[config.mk]
export PLATFORM = sky130hd
export DESIGN_NAME = cobra_drive_burst
export DESIGN_NICKNAME = d
export VERILOG_FILES = /design/src/rtl/drive_pkg.sv /design/src/rtl/deadtime_timer.sv /design/src/rtl/cobra_drive_burst.sv
export SDC_FILE = /design/constraint.sdc
export NUM_CORES = 1
export LEC_CHECK = 0
export ABC_AREA = 1
export CAP_MARGIN = 20
export CORE_UTILIZATION = 45
export DETAILED_ROUTE_END_ITERATION = 12
export PLACE_DENSITY = 0.72
export SETUP_SLACK_MARGIN = 0.05
export SYNTH_ARGS = -nofsm -noshare
export SYNTH_HDL_FRONTEND = slang
export SYNTH_SLANG_ARGS = --single-unit
[constraint.sdc]
create_clock -name in_clk -period 2.2 [get_ports in_clk]
set_input_delay 0.44 -clock in_clk [delete_from_list [all_inputs] [get_ports in_clk]]
set_output_delay 0.44 -clock in_clk [all_outputs]
set_load 0.01 [all_outputs]
[src/rtl/drive_pkg.sv]
// Shared types and defaults for the drive burst generator.
package drive_pkg;

  localparam int DEF_COUNT_W         = 16;
  localparam int DEF_DEADTIME_CYCLES = 4;

  typedef enum logic [1:0] {
    IDLE = 2'd0,
    ARM  = 2'd1,
    RUN  = 2'd2
  } burst_state_t;

  typedef enum logic {
    HIGH = 1'b0,
    LOW  = 1'b1
  } phase_t;

  // Dead-time counter width: enough to hold DEADTIME_CYCLES, never zero bits.
  function automatic int dt_width(input int cycles);
    if (cycles < 1) return 1;
    return $clog2(cycles + 1);
  endfunction

endpackage

[src/rtl/deadtime_timer.sv]
// Dead-time down-counter: reloaded on every step_clk edge, counts to zero.
// o_expired reports whether the counter will read zero after the coming
// clock edge, so the caller can register drive outputs off it directly.
module deadtime_timer
  import drive_pkg::*;
#(
  parameter int DEADTIME_CYCLES = DEF_DEADTIME_CYCLES
) (
  input  logic in_clk,
  input  logic reset_n,
  input  logic i_load,
  output logic o_expired
);

  localparam int                CNT_W    = dt_width(DEADTIME_CYCLES);
  localparam logic [CNT_W-1:0]  LOAD_VAL = CNT_W'(DEADTIME_CYCLES);

  logic [CNT_W-1:0] r_cnt;
  logic [CNT_W-1:0] w_cnt_nxt;

  // Next count: reload on an edge, otherwise count down and stick at zero.
  always_comb begin
    w_cnt_nxt = r_cnt;
    if (i_load) begin
      w_cnt_nxt = LOAD_VAL;
    end else if (r_cnt != '0) begin
      w_cnt_nxt = r_cnt - CNT_W'(1);
    end
  end

  // Counter register.
  always_ff @(posedge in_clk or negedge reset_n) begin
    if (!reset_n) begin
      r_cnt <= '0;
    end else begin
      r_cnt <= w_cnt_nxt;
    end
  end

  assign o_expired = (w_cnt_nxt == '0);

endmodule

[src/rtl/cobra_drive_burst.sv]
// Burst generator for the motor driver pins: emits N complementary drive
// periods on drive_a/drive_b, phase-aligned to step_clk rises, with dead
// time after every step_clk edge. start/busy/done handshake to command logic.
module cobra_drive_burst
  import drive_pkg::*;
#(
  parameter int COUNT_W         = DEF_COUNT_W,
  parameter int DEADTIME_CYCLES = DEF_DEADTIME_CYCLES
) (
  input  logic               in_clk,
  input  logic               reset_n,
  input  logic               step_clk,
  input  logic               start,
  input  logic               dir,
  input  logic [COUNT_W-1:0] pulse_count,
  input  logic               abort,
  output logic               drive_a,
  output logic               drive_b,
  output logic               busy,
  output logic               done,
  output logic               aborted,
  output logic [COUNT_W-1:0] pulses_left
);

  burst_state_t       r_state;
  burst_state_t       w_state_nxt;
  phase_t             r_phase;
  phase_t             w_phase_nxt;
  logic               r_step_q;
  logic               r_dir;
  logic               w_dir_nxt;
  logic [COUNT_W-1:0] r_pulses_left;
  logic [COUNT_W-1:0] w_pulses_nxt;
  logic               r_aborted;
  logic               w_aborted_nxt;
  logic               r_done;
  logic               w_done_nxt;
  logic               r_busy;
  logic               w_busy_nxt;
  logic               r_drive_a;
  logic               w_drive_a_nxt;
  logic               r_drive_b;
  logic               w_drive_b_nxt;
  logic               w_rise;
  logic               w_fall;
  logic               w_dt_load;
  logic               w_dt_expired;
  logic               w_drive_on;

  // step_clk already comes from a flop in this domain, so one register is
  // enough to find its edges.
  assign w_rise    = step_clk & ~r_step_q;
  assign w_fall    = ~step_clk & r_step_q;
  assign w_dt_load = w_rise | w_fall;

  deadtime_timer #(
    .DEADTIME_CYCLES(DEADTIME_CYCLES)
  ) u_deadtime (
    .in_clk   (in_clk),
    .reset_n  (reset_n),
    .i_load   (w_dt_load),
    .o_expired(w_dt_expired)
  );

  // State and registered outputs; reset drops the drives asynchronously.
  always_ff @(posedge in_clk or negedge reset_n) begin
    if (!reset_n) begin
      r_step_q      <= 1'b0;
      r_state       <= IDLE;
      r_phase       <= HIGH;
      r_dir         <= 1'b0;
      r_pulses_left <= '0;
      r_aborted     <= 1'b0;
      r_done        <= 1'b0;
      r_busy        <= 1'b0;
      r_drive_a     <= 1'b0;
      r_drive_b     <= 1'b0;
    end else begin
      r_step_q      <= step_clk;
      r_state       <= w_state_nxt;
      r_phase       <= w_phase_nxt;
      r_dir         <= w_dir_nxt;
      r_pulses_left <= w_pulses_nxt;
      r_aborted     <= w_aborted_nxt;
      r_done        <= w_done_nxt;
      r_busy        <= w_busy_nxt;
      r_drive_a     <= w_drive_a_nxt;
      r_drive_b     <= w_drive_b_nxt;
    end
  end

  // Burst sequencing: accept start in IDLE, align on a rise in ARM, count
  // periods on rises in RUN. abort takes priority over everything else,
  // including a start or the final rise in the same cycle.
  always_comb begin
    w_state_nxt   = r_state;
    w_phase_nxt   = r_phase;
    w_dir_nxt     = r_dir;
    w_pulses_nxt  = r_pulses_left;
    w_aborted_nxt = r_aborted;
    w_done_nxt    = 1'b0;
    case (r_state)
      IDLE: begin
        if (start && !abort) begin
          if (pulse_count != '0) begin
            w_state_nxt   = ARM;
            w_dir_nxt     = dir;
            w_pulses_nxt  = pulse_count;
            w_aborted_nxt = 1'b0;
          end else begin
            w_done_nxt = 1'b1;
          end
        end
      end
      ARM: begin
        if (abort) begin
          w_state_nxt   = IDLE;
          w_aborted_nxt = 1'b1;
          w_done_nxt    = 1'b1;
        end else if (w_rise) begin
          w_state_nxt = RUN;
          w_phase_nxt = HIGH;
        end
      end
      RUN: begin
        if (abort) begin
          w_state_nxt   = IDLE;
          w_aborted_nxt = 1'b1;
          w_done_nxt    = 1'b1;
        end else if (w_rise) begin
          if (r_pulses_left > COUNT_W'(1)) begin
            w_pulses_nxt = r_pulses_left - COUNT_W'(1);
            w_phase_nxt  = HIGH;
          end else begin
            w_pulses_nxt = '0;
            w_state_nxt  = IDLE;
            w_done_nxt   = 1'b1;
          end
        end else if (w_fall) begin
          w_phase_nxt = LOW;
        end
      end
      default: begin
        w_state_nxt = IDLE;
      end
    endcase
  end

  // Drive/busy next values. Both drives come from one enable split by a
  // single phase/dir comparison, so they can never be high together.
  always_comb begin
    w_busy_nxt    = (w_state_nxt != IDLE);
    w_drive_on    = (w_state_nxt == RUN) && w_dt_expired;
    w_drive_a_nxt = w_drive_on && ((w_phase_nxt == HIGH) != r_dir);
    w_drive_b_nxt = w_drive_on && ((w_phase_nxt == HIGH) == r_dir);
  end

  assign drive_a     = r_drive_a;
  assign drive_b     = r_drive_b;
  assign busy        = r_busy;
  assign done        = r_done;
  assign aborted     = r_aborted;
  assign pulses_left = r_pulses_left;

endmodule

==> results.sh, run 1 <==
export IMPL_antenna_cells=0
export IMPL_syn_to_final_growth_pct=29.4
export IMPL_status="finished clean"
export IMPL_end_kind="flip-flop"
export IMPL_ys_seq_area_share_pct=36.4
export IMPL_grt_usage_pct=23.2
export IMPL_min_from="u_deadtime.r_cnt[0]"
export IMPL_synthMuxAreaShare_pct=0
export IMPL_grt_pass1_vias=1792
export IMPL_cp_start_kind="flip-flop"
export IMPL_clkLatencyLatePin_ns=0.28
export IMPL_cp_depth=11
export IMPL_critPathMaxStageDelay_ns=0.40
export IMPL_final_hold_viol_count=0
export IMPL_hp_class="flip-flop to flip-flop"
export IMPL_most_common_layout_cells="nand2_1, clkdlybuf4s50_1, inv_1, dfrtp_1, nor2_1"
export IMPL_tritoncts="done"
export IMPL_synth_top_family_by_area="simple AND/OR/NAND/NOR gates"
export IMPL_worst_ep_arrival_time_ns=2.22
export IMPL_synth_area_sq_um=1990
export IMPL_clk_path_buf_depth=2
export IMPL_fin_skew_ns=0.00687
export IMPL_ctsHoldBuffers=0
export IMPL_drt_total_wl_um=4880
export IMPL_r2r_setup_slack_ns=0.21
export IMPL_fin_crit_ns=1.99
export IMPL_crit_path_end="pulses_left[12]"
export IMPL_cts_num_sinks=29
export IMPL_num_rows=23
export IMPL_synth_cell_types=33
export IMPL_maxCapViolations=0
export IMPL_place_hpwl_um=3730
export IMPL_path_clk_slew_ns=0.07
export IMPL_final_nets=352
export IMPL_dr_pass1_iters=4
export IMPL_slew_headroom_pct=74.3
export IMPL_dpl_cell_area_sq_um=2490
export IMPL_grt_overflow=0
export IMPL_worst_pin_slew_ns=0.385
export IMPL_crit_path_cell_trace="inv_2 > ha_1 > o21ai_0 > nor2_2 > nand3_2 > nand2_2 > inv_2 > nand3_1 > o21ai_0 > nand2_1 > nand2_1"
export IMPL_worst_path_buf_inv=2
export IMPL_dieArea_sq_um=4700
export IMPL_root_buffer="clkbuf_8"
export IMPL_place_gp_congestion=0.864
export IMPL_required_ns=2.43
export IMPL_cts_resized=0
export IMPL_fin_area_sq_um=2580
export IMPL_synth_nets=302
export IMPL_grt_pass1_wl_um=7870
export IMPL_core_area_sq_um=4120
export IMPL_dieHeight_um=68.5
export IMPL_via_per_inst=5.20
export IMPL_maxSlewViolCount=0
export IMPL_start_util_pct=48.4
export IMPL_post_cts_setup_buffer_count=0
export IMPL_slowest_stage="dfrtp_1"
export IMPL_rsz0062_at_grt="no"
export IMPL_total_power_w=0.00316
export IMPL_pin_count=43
export IMPL_reg2regPathDepth=11
export IMPL_crit_type="flip-flop to flip-flop"
export IMPL_max_freq_mhz=502
export IMPL_synthAdderAreaFrac_pct=6.91
export IMPL_rr_endpoint="pulses_left[12]"
export IMPL_synth_warnings=0
export IMPL_drive_gt1_share_pct=14.4
export IMPL_setup_viol=0
export IMPL_period_share_pct=90.5
export IMPL_syn_inst=269
export IMPL_synthXorXnorAreaFrac_pct=2.64
export IMPL_portBuffers=42
export IMPL_finalSetupTns_ns=0
export IMPL_drt_iter0_markers=135
export IMPL_drc=0
export IMPL_r2r_start="pulses_left[0]"
export IMPL_ys_ff_latch=29
export IMPL_syn_avg_cell_area_sq_um=7.40
export IMPL_crit_start="pulses_left[0]"
export IMPL_dr_total_vias=1919
export IMPL_cts_made_buffers=5
export IMPL_critPathMaxFanout=12
export IMPL_antenna_found_initial=0
export IMPL_wl_per_cell_um=13.2
export IMPL_yosys_area_share_simple_pct=29.6
export IMPL_grt_start_max_net_pins=30
export IMPL_power_density_nw_per_um2=1230
export IMPL_htreeDepth=2
export IMPL_final_common_cell="nand2_1"
export IMPL_critPathTopFamily="simple AND/OR/NAND/NOR gates"
export IMPL_synth_compound_area_share_pct=14.9
export IMPL_ir_drop_uv=627
export IMPL_ant_nets=0
export IMPL_p_leak_nw=1.23
export IMPL_fp_dieW_um=68.5
how the worst min path moves through the flow:
stage	to	cells past startpoint
finish	u_deadtime.r_cnt[0]	1
global route	u_deadtime.r_cnt[0]	1
CTS	u_deadtime.r_cnt[0]	1
detailed placement	u_deadtime.r_cnt[0]	1
global placement	u_deadtime.r_cnt[0]	1
floorplan	aborted	0
per-stage QoR:
| stage | std cells | setup WS (ns) | util, % | hold slack, ns |
|---|---|---|---|---|
| 4_1_cts | 369 | 0.215 | 62.6 | 0.488 |
| 2_1_floorplan | 269 | 0.593 | - | 0.144 |
| 3_3_place_gp | 362 | 0.0979 | 60.5 | 0.472 |
| 5_1_grt | 369 | 0.0570 | 62.6 | 0.529 |
| 6_report | 369 | 0.209 | 62.6 | 0.482 |
| 3_5_place_dp | 362 | 0.0330 | 60.5 | 0.480 |
registers in the layout (all words and copies together) (netlist names):
name	flops
aborted	1
busy	1
done	1
drive_a	1
drive_b	1
pulses_left	16
r_dir	1
r_phase	1
r_state	2
r_step_q	1
u_deadtime.r_cnt	3
where the power goes:
group	internal (W)	switching [W]
logic	0.000775	0.000983
registers	0.000758	0.000197
clock network	0.000248	0.000200
total	0.00178	0.00138
layer usage:
| layer | GRT usage, % | routed length, um |
|---|---|---|
| met1 | 30.9 | 2340 |
| met2 | 35.7 | 2150 |
| met3 | 5.92 | 278 |
| met4 | 9.64 | 110 |
| met5 | 0 | 0 |
cells by family (layout without fill, tap and decap cells):
group | after synthesis | count (layout)
buffers and inverters | 45 | 95
flip-flops | 29 | 29
AO/OA/AOI/OAI | 51 | 51
AND/OR/NAND/NOR | 127 | 127
adder cells (fa/ha/maj) | 11 | 11
XOR/XNOR | 6 | 6
cell type report:
class / instances / area [sq um]
Sequential cell: 29 / 726
Clock buffer: 7 / 86.3
Timing Repair Buffer: 47 / 470
Multi-Input combinational cell: 195 / 1080
Inverter: 41 / 156
Tap cell: 50 / 62.6
Fill cell: 395 / 1540
cells in the mapped netlist:
library cell,n,share of area [%]
or2_1,2,0.63
buf_4,1,0.38
nand4_2,1,0.63
nor2_2,9,2.8
dfrtp_1,29,36
o31ai_1,2,0.75
o21bai_1,1,0.38
a21oi_1,15,3.8
inv_2,10,1.9
a22oi_1,3,1.1
a22oi_2,1,0.63
nor3_1,1,0.25
o21ai_1,9,2.3
a21boi_0,1,0.38
a21oi_2,2,0.88
a41oi_1,1,0.44
nand2_1,66,12
inv_4,1,0.31
xor2_1,6,2.6
inv_1,30,5.7
buf_1,1,0.19
buf_6,2,1.1
nor3_2,1,0.50
o21ai_0,14,3.5
nand3_1,12,3.0
o21ai_2,1,0.44
nand3_2,4,2.0
nand4_1,2,0.63
nor2_1,24,4.5
o22ai_1,1,0.31
ha_1,11,6.9
nand3_4,1,0.88
nand2_2,4,1.3
No activity file was read; power rests on OpenSTA's default activity.
==> inputs of run 2 (changes only) <==
--- a/config.mk
+++ b/config.mk
@@ -6,7 +6,6 @@
 export NUM_CORES = 1
 export LEC_CHECK = 0
 export ABC_AREA = 1
-export CAP_MARGIN = 20
 export CORE_UTILIZATION = 45
 export DETAILED_ROUTE_END_ITERATION = 12
 export PLACE_DENSITY = 0.72
==> results of run 2 <==
No change in the layout: final DEF, timing and power equal those of run 1.
==> inputs of run 3 (changes only) <==
--- a/config.mk
+++ b/config.mk
@@ -8,7 +8,7 @@
 export ABC_AREA = 1
 export CORE_UTILIZATION = 45
 export DETAILED_ROUTE_END_ITERATION = 12
-export PLACE_DENSITY = 0.72
+export PLACE_DENSITY = 0.75
 export SETUP_SLACK_MARGIN = 0.05
 export SYNTH_ARGS = -nofsm -noshare
 export SYNTH_HDL_FRONTEND = slang
==> constraint.sdc (replaced) <==
create_clock -name in_clk -period 1.7 [get_ports in_clk]
set_input_delay 0.34 -clock in_clk [delete_from_list [all_inputs] [get_ports in_clk]]
set_output_delay 0.34 -clock in_clk [all_outputs]
set_load 0.01 [all_outputs]
==> run 3 against run 2 <==
  * Power is 48% higher
  * Clock-buffer cell count is 2 lower
  * First-iteration DRC count increased by 32%
  * Clock skew decreased by 0.0039 ns
  * Design area up 18%
  * Cell count increased by 12%
  * Critical endpoint is now pulses_left[1]
  * Largest cell class unchanged
==> results.sh, run 3 (synthesized netlist as in run 1, its figures left out) <==
export IMPL_num_rows=23
export IMPL_syn_to_final_growth_pct=52.8
export IMPL_largest_register_ffs=16
export IMPL_portBuffers=42
export IMPL_setup_viol=0
export IMPL_drt_total_wl_um=5880
export IMPL_core_area_sq_um=4120
export IMPL_wl_per_cell_um=14.2
export IMPL_place_gp_congestion=0.904
export IMPL_cts_num_sinks=29
export IMPL_dieArea_sq_um=4700
export IMPL_maxSlewViolCount=0
export IMPL_start_util_pct=48.4
export IMPL_antenna_cells=0
export IMPL_rsz0062_at_grt="yes"
export IMPL_final_fill_count=305
export IMPL_grt_pass1_vias=1949
export IMPL_required_ns=1.89
export IMPL_hold_ws_ns=0.349
export IMPL_place_hpwl_um=4090
export IMPL_finalSetupTns_ns=0
export IMPL_switching_share_pct=43.3
export IMPL_grt_overflow=0
export IMPL_crit_type="flip-flop to flip-flop"
export IMPL_intPower_w=0.00265
export IMPL_slew_headroom_pct=74.7
export IMPL_path_clk_slew_ns=0.06
export IMPL_fin_crit_ns=1.68
export IMPL_status="finished clean"
export IMPL_fp_dieW_um=68.5
export IMPL_period_share_pct=98.9
export IMPL_final_hold_viol_count=0
export IMPL_via_per_inst=5.16
export IMPL_critPathMaxFanout=5
export IMPL_htreeDepth=2
export IMPL_ir_drop_uv=838
export IMPL_max_freq_mhz=595
export IMPL_tritoncts="done"
export IMPL_final_nets=399
export IMPL_p_sw_w=0.00203
export IMPL_p_seq_share_pct=26.2
export IMPL_power_density_nw_per_um2=1540
export IMPL_drc=0
export IMPL_ant_nets=0
export IMPL_most_common_layout_cells="nand2_1, buf_4, clkdlybuf4s50_1, dfrtp_1, inv_1"
export IMPL_final_common_cell="nand2_1"
export IMPL_antenna_found_initial=0
export IMPL_grt_usage_pct=25.9
export IMPL_clk_path_buf_depth=2
export IMPL_clkLatencyLatePin_ns=0.28
export IMPL_ctsHoldBuffers=0
export IMPL_cp_start_kind="flip-flop"
export IMPL_dr_total_vias=2140
export IMPL_utilization_pct=73.9
export IMPL_grt_pass1_wl_um=8690
export IMPL_p_comb_share_pct=62.7
export IMPL_cts_made_buffers=5
export IMPL_fin_skew_ns=0.00301
export IMPL_hp_class="input port to flip-flop"
export IMPL_maxCapViolations=0
export IMPL_end_kind="flip-flop"
export IMPL_drt_iter0_markers=178
export IMPL_worst_pin_slew_ns=0.380
export IMPL_root_buffer="clkbuf_8"
export IMPL_grt_start_max_net_pins=30
export IMPL_p_clk_share_pct=11.1
export IMPL_total_power_w=0.00468
export IMPL_pin_count=43
export IMPL_dieHeight_um=68.5
export IMPL_worst_ep_arrival_time_ns=1.88
export IMPL_drive_gt1_share_pct=31.0
export IMPL_p_leak_nw=1.51
export IMPL_dr_pass1_iters=4
## run 3: cell count changes in the layout (fill, tap and decap cells not counted), moves of 3 or more
cell / previous run / this run
buf_4: 4 / 48
clkdlybuf4s50_1: 42 / 34
nand2_1: 66 / 60
nand2_2: 4 / 10
dlygate4sd2_1: 0 / 5
o21ai_0: 14 / 9
ha_1: 11 / 7
o21ai_1: 9 / 13
dlymetal6s2s_1: 0 / 3
ha_4: 0 / 3
inv_1: 30 / 27
nor2_1: 24 / 21
## run 3: power groups by stage
stage	sequential [W]	clock [W]	combinational, W
floorplan	0.00131	0	0.00136
global placement	0.00122	0	0.00247
CTS	0.00122	0.000523	0.00268
finish	0.00123	0.000520	0.00294
detailed placement	0.00123	0	0.00255
global route	0.00127	0.000567	0.00320
## run 3: worst max-delay path: stages, from the launching register on
cell,delay [ns]
dfrtp_1,0.44
inv_2,0.08
ha_4,0.17
o21ai_2,0.14
nor2_2,0.07
nand3_2,0.08
nand2_2,0.12
buf_4,0.16
o21ai_0,0.17
nand2_1,0.06
o21ai_1,0.11
## run 3: path summary, 6_finish.rpt
path | slack (ns) | endpoint | start | cells after the start
max in group asynchronous | 0.97 | pulses_left[11] | reset_n | 2
worst max register to register | 0.02 | pulses_left[1] | pulses_left[0] | 10
worst min-delay path | 0.35 | r_step_q | step_clk | 1
min in group asynchronous | 0.44 | pulses_left[6] | reset_n | 2
worst min register to register | 0.51 | u_deadtime.r_cnt[0] | u_deadtime.r_cnt[0] | 1
worst max-delay path | 0.02 | pulses_left[1] | pulses_left[0] | 10
## run 3: layout make-up
class                           count  area (sq um)  share of cell area [%]
Clock buffer                        5          68.8                    2.26
Sequential cell                    29           726                    23.8
Tap cell                           50          62.6                    2.06
Timing Repair Buffer               94           841                    27.6
Clock inverter                      1          5.00                   0.164
Multi-Input combinational cell    195          1180                    38.8
Inverter                           41           159                    5.22
## run 3: metrics by stage
step           area [sq um]  setup WS (ns)  cells
2_1_floorplan          1990         0.0926    269
3_3_place_gp           2790         -0.222    402
3_5_place_dp           2790         -0.313    402
4_1_cts                2910         0.0419    412
5_1_grt                3040        -0.0797    415
6_report               3040         0.0187    415
## run 3: per-layer routing
| metal | global-route usage [%] | routed length [um] | up-vias |
|---|---|---|---|
| li1 | - | - | 1050 |
| met1 | 33.1 | 2550 | 1007 |
| met2 | 42.8 | 2910 | 69 |
| met3 | 4.93 | 290 | 14 |
| met4 | 10.2 | 130 | 0 |
| met5 | 0 | 0 | - |
## run 3: timing repair
| action | in CTS | in global routing |
|---|---|---|
| buffers inserted | 4 | 3 |
| endpoints found under the setup margin | 18 | 22 |
| resized for setup | 11 | 32 |
| pin swaps | 5 | 11 |
